File: src/rtl/div_pkg.sv
// Shared types and helpers for the sequential divider: FSM states, legal
// width range and the magnitude / conditional-negate helpers.
package div_pkg;

  typedef enum logic [1:0] {
    IDLE = 2'd0,
    CALC = 2'd1,
    DONE = 2'd2
  } div_state_e;

  localparam int W_MIN = 2;
  localparam int W_MAX = 32;

  function automatic logic w_in_range(input int w);
    return (w >= W_MIN) && (w <= W_MAX);
  endfunction

  // Operands arrive sign- or zero-extended to W_MAX; callers truncate back.
  function automatic logic [W_MAX-1:0] abs_w(input logic [W_MAX-1:0] x,
                                             input logic signed_mode);
    return (signed_mode && x[W_MAX-1]) ? -x : x;
  endfunction

  function automatic logic [W_MAX-1:0] neg_w(input logic [W_MAX-1:0] x,
                                             input logic en);
    return en ? -x : x;
  endfunction

endpackage

File: src/rtl/seq_div_core.sv
// Unsigned restoring division engine: one quotient bit per cycle after load,
// step_done marks the final iteration with q_raw/r_raw showing its result.
module seq_div_core
  import div_pkg::*;
#(
  parameter int W = 16
) (
  input  logic         clk,
  input  logic         reset,
  input  logic         load,
  input  logic [W-1:0] dividend_mag,
  input  logic [W-1:0] divisor_mag,
  output logic         step_done,
  output logic [W-1:0] q_raw,
  output logic [W-1:0] r_raw
);

  localparam int CW = $clog2(W + 1);

  logic [W:0]    r_q, r_d;
  logic [W-1:0]  a_q, a_d;
  logic [W-1:0]  d_q, d_d;
  logic [CW-1:0] count_q, count_d;
  logic          active_q, active_d;

  logic [2*W:0]  ra_sh;
  logic [W:0]    r_sh;
  logic [W-1:0]  a_sh;
  logic [W:0]    trial;

  always_comb begin
    ra_sh     = {r_q, a_q} << 1;
    r_sh      = ra_sh[2*W:W];
    a_sh      = ra_sh[W-1:0];
    trial     = r_sh - {1'b0, d_q};

    r_d       = r_q;
    a_d       = a_q;
    d_d       = d_q;
    count_d   = count_q;
    active_d  = active_q;
    step_done = 1'b0;

    if (load) begin
      r_d      = '0;
      a_d      = dividend_mag;
      d_d      = divisor_mag;
      count_d  = CW'(W);
      active_d = 1'b1;
    end else if (active_q) begin
      // A clear borrow bit means the divisor fits: keep the difference.
      if (!trial[W]) begin
        r_d = trial;
        a_d = {a_sh[W-1:1], 1'b1};
      end else begin
        r_d = r_sh;
        a_d = a_sh;
      end
      count_d = count_q - 1'b1;
      if (count_q == CW'(1)) begin
        step_done = 1'b1;
        active_d  = 1'b0;
      end
    end
  end

  assign q_raw = a_d;
  assign r_raw = r_d[W-1:0];

  always_ff @(posedge clk) begin
    if (reset) begin
      r_q      <= '0;
      a_q      <= '0;
      d_q      <= '0;
      count_q  <= '0;
      active_q <= 1'b0;
    end else begin
      r_q      <= r_d;
      a_q      <= a_d;
      d_q      <= d_d;
      count_q  <= count_d;
      active_q <= active_d;
    end
  end

endmodule

File: src/rtl/seq_divider.sv
// Multi-cycle divider with start/done handshake: sign pre/post-processing and
// divide-by-zero override around the unsigned engine in seq_div_core.
//
// state | meaning
// IDLE  | waiting for start, last results held
// CALC  | core iterating, one quotient bit per cycle
// DONE  | done pulse cycle, a new start is accepted here
module seq_divider #(
  parameter int W      = 16,
  parameter bit SIGNED = 1'b0
) (
  input  logic         clk,
  input  logic         reset,
  input  logic         start,
  input  logic [W-1:0] dividend,
  input  logic [W-1:0] divisor,
  output logic         in_ready,
  output logic         busy,
  output logic         done,
  output logic [W-1:0] quotient,
  output logic [W-1:0] remainder,
  output logic         div_by_zero
);
  import div_pkg::*;

  localparam bit W_OK = w_in_range(W);

  if (!W_OK) begin : g_bad_width
    $error("seq_divider: W must be within 2..32");
  end

  div_state_e state_q, state_d;
  logic         busy_q, busy_d;
  logic         done_q, done_d;
  logic         dbz_q, dbz_d;
  logic [W-1:0] quotient_q, quotient_d;
  logic [W-1:0] remainder_q, remainder_d;
  logic [W-1:0] dvd_orig_q, dvd_orig_d;
  logic         neg_quo_q, neg_quo_d;
  logic         neg_rem_q, neg_rem_d;
  logic         zero_q, zero_d;

  logic             accept;
  logic             step_done;
  logic [W_MAX-1:0] dvd_ext, dvs_ext;
  logic [W-1:0]     dvd_mag, dvs_mag;
  logic [W-1:0]     q_raw, r_raw;

  assign in_ready = (state_q != CALC);
  assign accept   = start && in_ready;

  always_comb begin
    dvd_ext = SIGNED ? W_MAX'(signed'(dividend)) : W_MAX'(dividend);
    dvs_ext = SIGNED ? W_MAX'(signed'(divisor))  : W_MAX'(divisor);
    dvd_mag = W'(abs_w(dvd_ext, SIGNED));
    dvs_mag = W'(abs_w(dvs_ext, SIGNED));
  end

  seq_div_core #(.W(W)) u_core (
    .clk          (clk),
    .reset        (reset),
    .load         (accept),
    .dividend_mag (dvd_mag),
    .divisor_mag  (dvs_mag),
    .step_done    (step_done),
    .q_raw        (q_raw),
    .r_raw        (r_raw)
  );

  always_comb begin
    state_d     = state_q;
    done_d      = 1'b0;
    dbz_d       = dbz_q;
    quotient_d  = quotient_q;
    remainder_d = remainder_q;
    dvd_orig_d  = dvd_orig_q;
    neg_quo_d   = neg_quo_q;
    neg_rem_d   = neg_rem_q;
    zero_d      = zero_q;

    case (state_q)
      IDLE:    if (accept) state_d = CALC;
      CALC:    if (step_done) state_d = DONE;
      DONE:    state_d = accept ? CALC : IDLE;
      default: state_d = IDLE;
    endcase

    busy_d = (state_d == CALC);

    if (accept) begin
      dvd_orig_d = dividend;
      zero_d     = (divisor == '0);
      neg_quo_d  = SIGNED && (dividend[W-1] ^ divisor[W-1]);
      neg_rem_d  = SIGNED && dividend[W-1];
    end

    // The engine still runs on a zero divisor so latency never changes;
    // its raw result is simply discarded here.
    if (step_done) begin
      done_d = 1'b1;
      if (zero_q) begin
        quotient_d  = (SIGNED && neg_rem_q) ? W'(1) : '1;
        remainder_d = dvd_orig_q;
        dbz_d       = 1'b1;
      end else begin
        quotient_d  = W'(neg_w(W_MAX'(q_raw), neg_quo_q));
        remainder_d = W'(neg_w(W_MAX'(r_raw), neg_rem_q));
        dbz_d       = 1'b0;
      end
    end
  end

  always_ff @(posedge clk) begin
    if (reset) begin
      state_q     <= IDLE;
      busy_q      <= 1'b0;
      done_q      <= 1'b0;
      dbz_q       <= 1'b0;
      quotient_q  <= '0;
      remainder_q <= '0;
      dvd_orig_q  <= '0;
      neg_quo_q   <= 1'b0;
      neg_rem_q   <= 1'b0;
      zero_q      <= 1'b0;
    end else begin
      state_q     <= state_d;
      busy_q      <= busy_d;
      done_q      <= done_d;
      dbz_q       <= dbz_d;
      quotient_q  <= quotient_d;
      remainder_q <= remainder_d;
      dvd_orig_q  <= dvd_orig_d;
      neg_quo_q   <= neg_quo_d;
      neg_rem_q   <= neg_rem_d;
      zero_q      <= zero_d;
    end
  end

  assign busy        = busy_q;
  assign done        = done_q;
  assign quotient    = quotient_q;
  assign remainder   = remainder_q;
  assign div_by_zero = dbz_q;

endmodule

File: config.mk
export PLATFORM = sky130hd
export DESIGN_NAME = seq_divider
export DESIGN_NICKNAME = d
export VERILOG_FILES = /design/src/rtl/div_pkg.sv /design/src/rtl/seq_div_core.sv /design/src/rtl/seq_divider.sv
export SDC_FILE = /design/constraint.sdc
export NUM_CORES = 1
export LEC_CHECK = 0
export BUFFER_PORTS_ARGS = -buffer_cell sky130_fd_sc_hd__buf_2
export CELL_PAD_IN_SITES_DETAIL_PLACEMENT = 1
export CELL_PAD_IN_SITES_GLOBAL_PLACEMENT = 1
export CORE_MARGIN = 2
export CORE_UTILIZATION = 46
export CTS_CLUSTER_DIAMETER = 100
export DETAILED_ROUTE_END_ITERATION = 6
export PLACE_DENSITY_LB_ADDON = 0.08
export SYNTH_ARGS = -nofsm -noshare
export SYNTH_HDL_FRONTEND = slang
export SYNTH_SLANG_ARGS = --single-unit
File: constraint.sdc
create_clock -name clk -period 6.1 [get_ports clk]
set_input_delay 0.305 -clock clk [delete_from_list [all_inputs] [get_ports clk]]
set_output_delay 0.305 -clock clk [all_outputs]
set_load 0.01 [all_outputs]
==> results.json, run 1 <==
{
  "status": "finished, final reports clean",
  "boundaryPins": 71,
  "synth_area_sq_um": 5110,
  "crit_required_ns": 6.35,
  "synth_compound_area_share_pct": 23.1,
  "port_buffers": 70,
  "crit_fanout": 6,
  "worst_pin_slew_ns": 1.29,
  "ys_ff_latch": 108,
  "period_share_pct": 52.8,
  "area_growth_pct": 11.6,
  "fmax_ghz": 0.310,
  "synth_area_per_cell_sq_um": 8.44,
  "clk-insertion-delay-late_ns": 0.37,
  "synth_top_family_by_area": "compound AO/OA/AOI/OAI gates",
  "vias": 4566,
  "yosysMostFrequentCell": "dfxtp_1",
  "nNetsFinal": 705,
  "cap_violations": 0,
  "start_util_pct": 47.1,
  "cp-start-kind": "flip-flop",
  "synth_area_leaders": "dfxtp_1 (42%), a21oi_1 (8.4%), nand2_1 (7.1%)",
  "ys.flop_type": "dfxtp_1",
  "die_width_um": 109,
  "synthTopCellsByCount": "dfxtp_1 (108), nand2_1 (96), a21oi_1 (86)",
  "cp.arrival_ns": 3.47,
  "dp_hpwl_um": 10900,
  "dr.pass1.iters": 5,
  "yosysSeqAreaShare_pct": 42.3,
  "post-route-min-period_ns": 3.22,
  "clock_path_buffers": 2,
  "synth.largest_area_cell": "dfxtp_1",
  "drcViolationCount": 0,
  "grt_remaining_overflow": 0,
  "first_global_vias": 4579,
  "die_h_um": 109,
  "vdd_ir_drop_max_mv": 0.154,
  "synth_top_area_share_pct": 42.3,
  "critPathSlowestCell": "nor3_1",
  "syn_inst": 605,
  "synthDistinctLibCells": 56,
  "cp_cell_sequence": "inv_1, ha_1, fa_1, nor2b_4, o31a_4, o311a_4, o21a_4, nor3_1, nor3_1, a2111oi_0",
  "core-area_sq_um": 10800,
  "grt_antenna_before_repair": 0,
  "ys_async_sr_fraction_pct": 0,
  "power_density_nw_per_um2": 286,
  "hold_viol": 0,
  "relSlewSlack_pct": 13.9,
  "ant_nets": 0,
  "synth_edf_count": 0,
  "track_usage_pct": 25.9,
  "hold_ws_ns": 0.181,
  "routed_via_density": 5.75,
  "fin_skew_ns": 0.00791,
  "drive_above_1_share_pct": 17.4,
  "rsz0062_at_grt": "false",
  "cellLeakagePower_nw": 2.49,
  "cts_tree": "built",
  "hp-class": "input pin to flip-flop",
  "synthAdderAreaFrac_pct": 4.80,
  "clkSlewWorstSetupHoldPaths_ns": 0.09,
  "synth.yosys.warnings": 0,
  "synth_fp_nets": 659,
  "drv_slew": 0,
  "cpMostUsedCell": "nor3_1",
  "ctsHoldBuffers": 0,
  "cts_htree_levels": 3,
  "rows": 38,
  "die-area_sq_um": 12000,
  "wl_per_cell_um": 18.4,
  "post_cts_buffers": 0,
  "synthSimpleGateAreaFrac_pct": 17.7,
  "grt_max_degree": 52,
  "clock_sinks": 108,
  "cts_root_buf": "clkbuf_8",
  "n_antenna_cell": 0,
  "synthMuxAreaShare_pct": 5.07,
  "finalSetupViolCount": 0,
  "path_class": "flip-flop to flip-flop",
  "drtIter0Drc": 218,
  "tns_ns": 0,
  "numCtsBuffers": 9,
  "drt_wl_total_um": 14600,
  "synth_xor_area_share_pct": 1.89,
  "globalplace.congestion": 0.861,
  "cp-end-kind": "flip-flop",
  "post_cts_resized": 0,
  "critical-path-max-stage-delay_ns": 0.83,
  "grt_pass1_wl_um": 23700
}
metrics by stage:
stage	setup slack (ns)	area [sq um]	utilization (%)	total power [mW]	cells
CTS	2.90	5700	52.6	1.65	794
global placement	3.09	5510	50.8	1.20	780
global route	2.64	5700	52.6	1.72	794
detailed placement	2.93	5510	50.8	1.22	780
finish	2.88	5700	52.6	1.63	794
floorplan	3.28	5110	-	1.10	605
cell type report:
class	count	area (sq um)
Inverter	27	101
Multi-Input combinational cell	431	2690
Clock buffer	11	141
Clock inverter	3	47.5
Sequential cell	108	2160
Timing Repair Buffer	74	380
Fill cell	1327	5140
Tap cell	140	175
state kept, by name, indices dropped and copies added, names as in the netlist:
signal and cells:
busy 1, div_by_zero 1, done 1, dvd_orig_q 16, quotient 16, remainder 16
state_q 2, u_core.a_q 16, u_core.active_q 1, u_core.count_q 5, u_core.d_q 16, u_core.r_q 16
zero_q 1
kinds of logic (layout without fill, tap and decap cells):
kind of cell	after synthesis	after routing
and+or+nand+nor	194	194
AOI/OAI and AO/OA	183	183
DFF	108	108
buffers and inverters	66	115
muxes	24	24
adders and majority gates	19	19
xor gates and xnor gates	11	11
worst max-delay path: cells and delay by family (launching register included):
family	cells	cell delay, ns
compound gates	4	1.17
buf+inv	1	0.08
simple gates	3	1.05
flops	1	0.33
fa+ha+maj	2	0.48
placed cells by master (no fill, tap or decap), drive strengths merged, types with 2 or more instances in the layout:
master and count:
dfxtp 108, nand2 96, a21oi 86, buf 74
inv 28, nor2 26, ha 18, o21ai 18
nand3 17, mux2 15, o22a 15, o22ai 13
and3 11, clkbuf 11, mux2i 9, nand2b 8
xnor2 8, o21a 8, nand4 7, or3 7
nor3 7, a21o 6, o31ai 6, nor4 5
o2111a 4, a41o 4, xor2 3, a211oi 3
or2 3, a31oi 3, o211ai 3, o31a 3
a211o 2, or4 2, nor2b 2
per-layer routing:
layer / share of wire (%) / GRT usage, % / vias up
met3: 4.1 / 3.50 / 20
met2: 48 / 42.5 / 88
met5: 0 / 0 / -
met4: 2.3 / 9.67 / 0
met1: 46 / 34.6 / 2212
li1: - / - / 2246
path summary, 6_finish.rpt:
check	startpoint	endpoint	slack (ns)	cells past startpoint
worst max-delay path	u_core.a_q[15]$_SDFF_PP0_	u_core.r_q[13]$_SDFF_PP0_	2.88	10
worst min-delay path	divisor[11]	u_core.d_q[11]$_SDFFE_PP0P_	0.18	3
worst max register to register	u_core.a_q[15]$_SDFF_PP0_	u_core.r_q[13]$_SDFF_PP0_	2.88	10
worst min register to register	u_core.d_q[13]$_SDFFE_PP0P_	u_core.d_q[13]$_SDFFE_PP0P_	0.46	2
report_power, final:
part           internal (mW)  leakage (nW)  total [mW]  switching (mW)
Clock                  0.199        0.0959       0.427           0.228
Combinational          0.171          1.52       0.437           0.266
Sequential             0.741         0.881       0.768          0.0269
No activity file was read; power rests on OpenSTA's default activity.
==> inputs of run 2 (changes only) <==
--- a/config.mk
+++ b/config.mk
@@ -9,7 +9,7 @@
 export CELL_PAD_IN_SITES_DETAIL_PLACEMENT = 1
 export CELL_PAD_IN_SITES_GLOBAL_PLACEMENT = 1
 export CORE_MARGIN = 2
-export CORE_UTILIZATION = 46
+export CORE_UTILIZATION = 43
 export CTS_CLUSTER_DIAMETER = 100
 export DETAILED_ROUTE_END_ITERATION = 6
 export PLACE_DENSITY_LB_ADDON = 0.08
==> constraint.sdc (replaced) <==
create_clock -name clk -period 3.2 [get_ports clk]
set_input_delay 0.16 -clock clk [delete_from_list [all_inputs] [get_ports clk]]
set_output_delay 0.16 -clock clk [all_outputs]
set_load 0.01 [all_outputs]
==> run 2 against run 1 <==
  * The flow now finishes with violations (DRC)
  * Register-to-register slack got worse by 2.8 ns
  * Cell count rose by 1.3%
  * Total power rose by 110%
  * Clock power rose to 2.7 times the previous value
  * Clock skew rose by 0.0036 ns
  * Critical path depth did not move
  * Largest cell class unchanged
  * Largest power group unchanged
==> results.json, run 2 (synthesis results as in run 1) <==
{
  "status": "complete, but fails checks",
  "violations": "DRC",
  "port_buffers": 70,
  "cts_root_buf": "clkbuf_16",
  "grt_antenna_before_repair": 0,
  "pre_cts_ws_ns": 0.0337,
  "drtIter0Drc": 233,
  "tns_ns": 0,
  "globalplace.congestion": 0.933,
  "area_growth_pct": 14.7,
  "cts_tree": "built",
  "final_common_cell": "dfxtp_1",
  "dp_hpwl_um": 10500,
  "crit_fanout": 20,
  "finalSetupViolCount": 0,
  "cp.arrival_ns": 3.36,
  "post_cts_buffers": 0,
  "wl_per_cell_um": 17.9,
  "grt_max_degree": 50,
  "ctsHoldBuffers": 0,
  "start_util_pct": 44.3,
  "clkSlewWorstSetupHoldPaths_ns": 0.08,
  "crit_required_ns": 3.47,
  "vias": 4518,
  "numCtsBuffers": 9,
  "drive_above_1_share_pct": 18.6,
  "dp_cells": 788,
  "path_class": "flip-flop to flip-flop",
  "fin_skew_ns": 0.0115,
  "clock_sinks": 108,
  "clock_path_buffers": 2,
  "ant_nets": 0,
  "die_width_um": 113,
  "layoutNonFillerInstCount": 804,
  "clk-insertion-delay-late_ns": 0.37,
  "relSlewSlack_pct": 19.6,
  "worst_pin_slew_ns": 1.20,
  "post-route-min-period_ns": 3.09,
  "drt_wl_total_um": 14400,
  "post_cts_resized": 0,
  "final_cell_mix": "dfxtp_1 (107), nand2_1 (96), a21oi_1 (86)",
  "utilization_pct": 50.9,
  "hold_viol": 0,
  "power_density_nw_per_um2": 586,
  "n_antenna_cell": 0,
  "worst_slack_ns": 0.105,
  "hp-class": "input pin to flip-flop",
  "first_global_vias": 4727,
  "drv_slew": 0,
  "boundaryPins": 71,
  "core-area_sq_um": 11500,
  "vdd_ir_drop_max_mv": 0.433,
  "fmax_ghz": 0.323,
  "period_share_pct": 96.7,
  "cts_htree_levels": 3,
  "routed_via_density": 5.62,
  "cp-start-kind": "flip-flop",
  "cp-end-kind": "flip-flop",
  "grt_remaining_overflow": 0,
  "grt_pass1_wl_um": 23700,
  "rows": 39,
  "die-area_sq_um": 12800,
  "cellLeakagePower_nw": 2.57,
  "cap_violations": 0,
  "dr.pass1.iters": 6,
  "track_usage_pct": 23.4,
  "drcViolationCount": 3,
  "nNetsFinal": 710,
  "die_h_um": 113
}
==> run 2: final timing paths <==
check	startpoint	endpoint	slack, ns	cells after the start
worst max-delay path	u_core.a_q[15]$_SDFF_PP0_	remainder[15]$_SDFFE_PP0P_	0.11	10
worst min-delay path	divisor[0]	u_core.d_q[0]$_SDFFE_PP0P_	0.04	3
worst max register to register	u_core.a_q[15]$_SDFF_PP0_	remainder[15]$_SDFFE_PP0P_	0.11	10
worst min register to register	dvd_orig_q[3]$_SDFFE_PP0P_	dvd_orig_q[3]$_SDFFE_PP0P_	0.45	2
==> run 2: power by group <==
| group | internal (mW) | total [mW] | switching [mW] |
|---|---|---|---|
| clock network | 0.558 | 1.14 | 0.580 |
| logic | 0.329 | 0.821 | 0.491 |
| registers | 1.41 | 1.47 | 0.0593 |
==> run 2: layout make-up <==
cell class	count	area (sq um)
inverter	27	101
timing repair buffer	79	418
multi-input combinational	431	2690
clock buffer	9	225
fill	1421	5660
tap	143	179
clock inverter	7	77.6
sequential	108	2160
==> run 2: metrics by stage <==
step                total power, mW  hold slack (ns)  area [sq um]
CTS                            3.45           0.0375          5850
floorplan                      2.10            0.296          5110
global placement               2.28            0.412          5550
detailed placement             2.31            0.423          5550
finish                         3.43           0.0404          5860
global route                   3.61           0.0499          5860
==> run 2: worst max-delay path: stages, from the launching register on <==
cell     delay [ns]
dfxtp_1        0.33
inv_1          0.08
ha_1           0.20
fa_1           0.27
nor2b_4        0.06
o31a_4         0.30
o311a_4        0.34
o21a_4         0.24
or3_4          0.52
or3_1          0.39
a41o_1         0.25
==> run 2: metal layers <==
metal	track usage [%]	up-vias	wire length, um
met4	7.15	0	253
met5	0	-	0
li1	-	2260	-
met1	28.6	2145	6340
met2	40.3	90	7040
met3	6.75	23	728
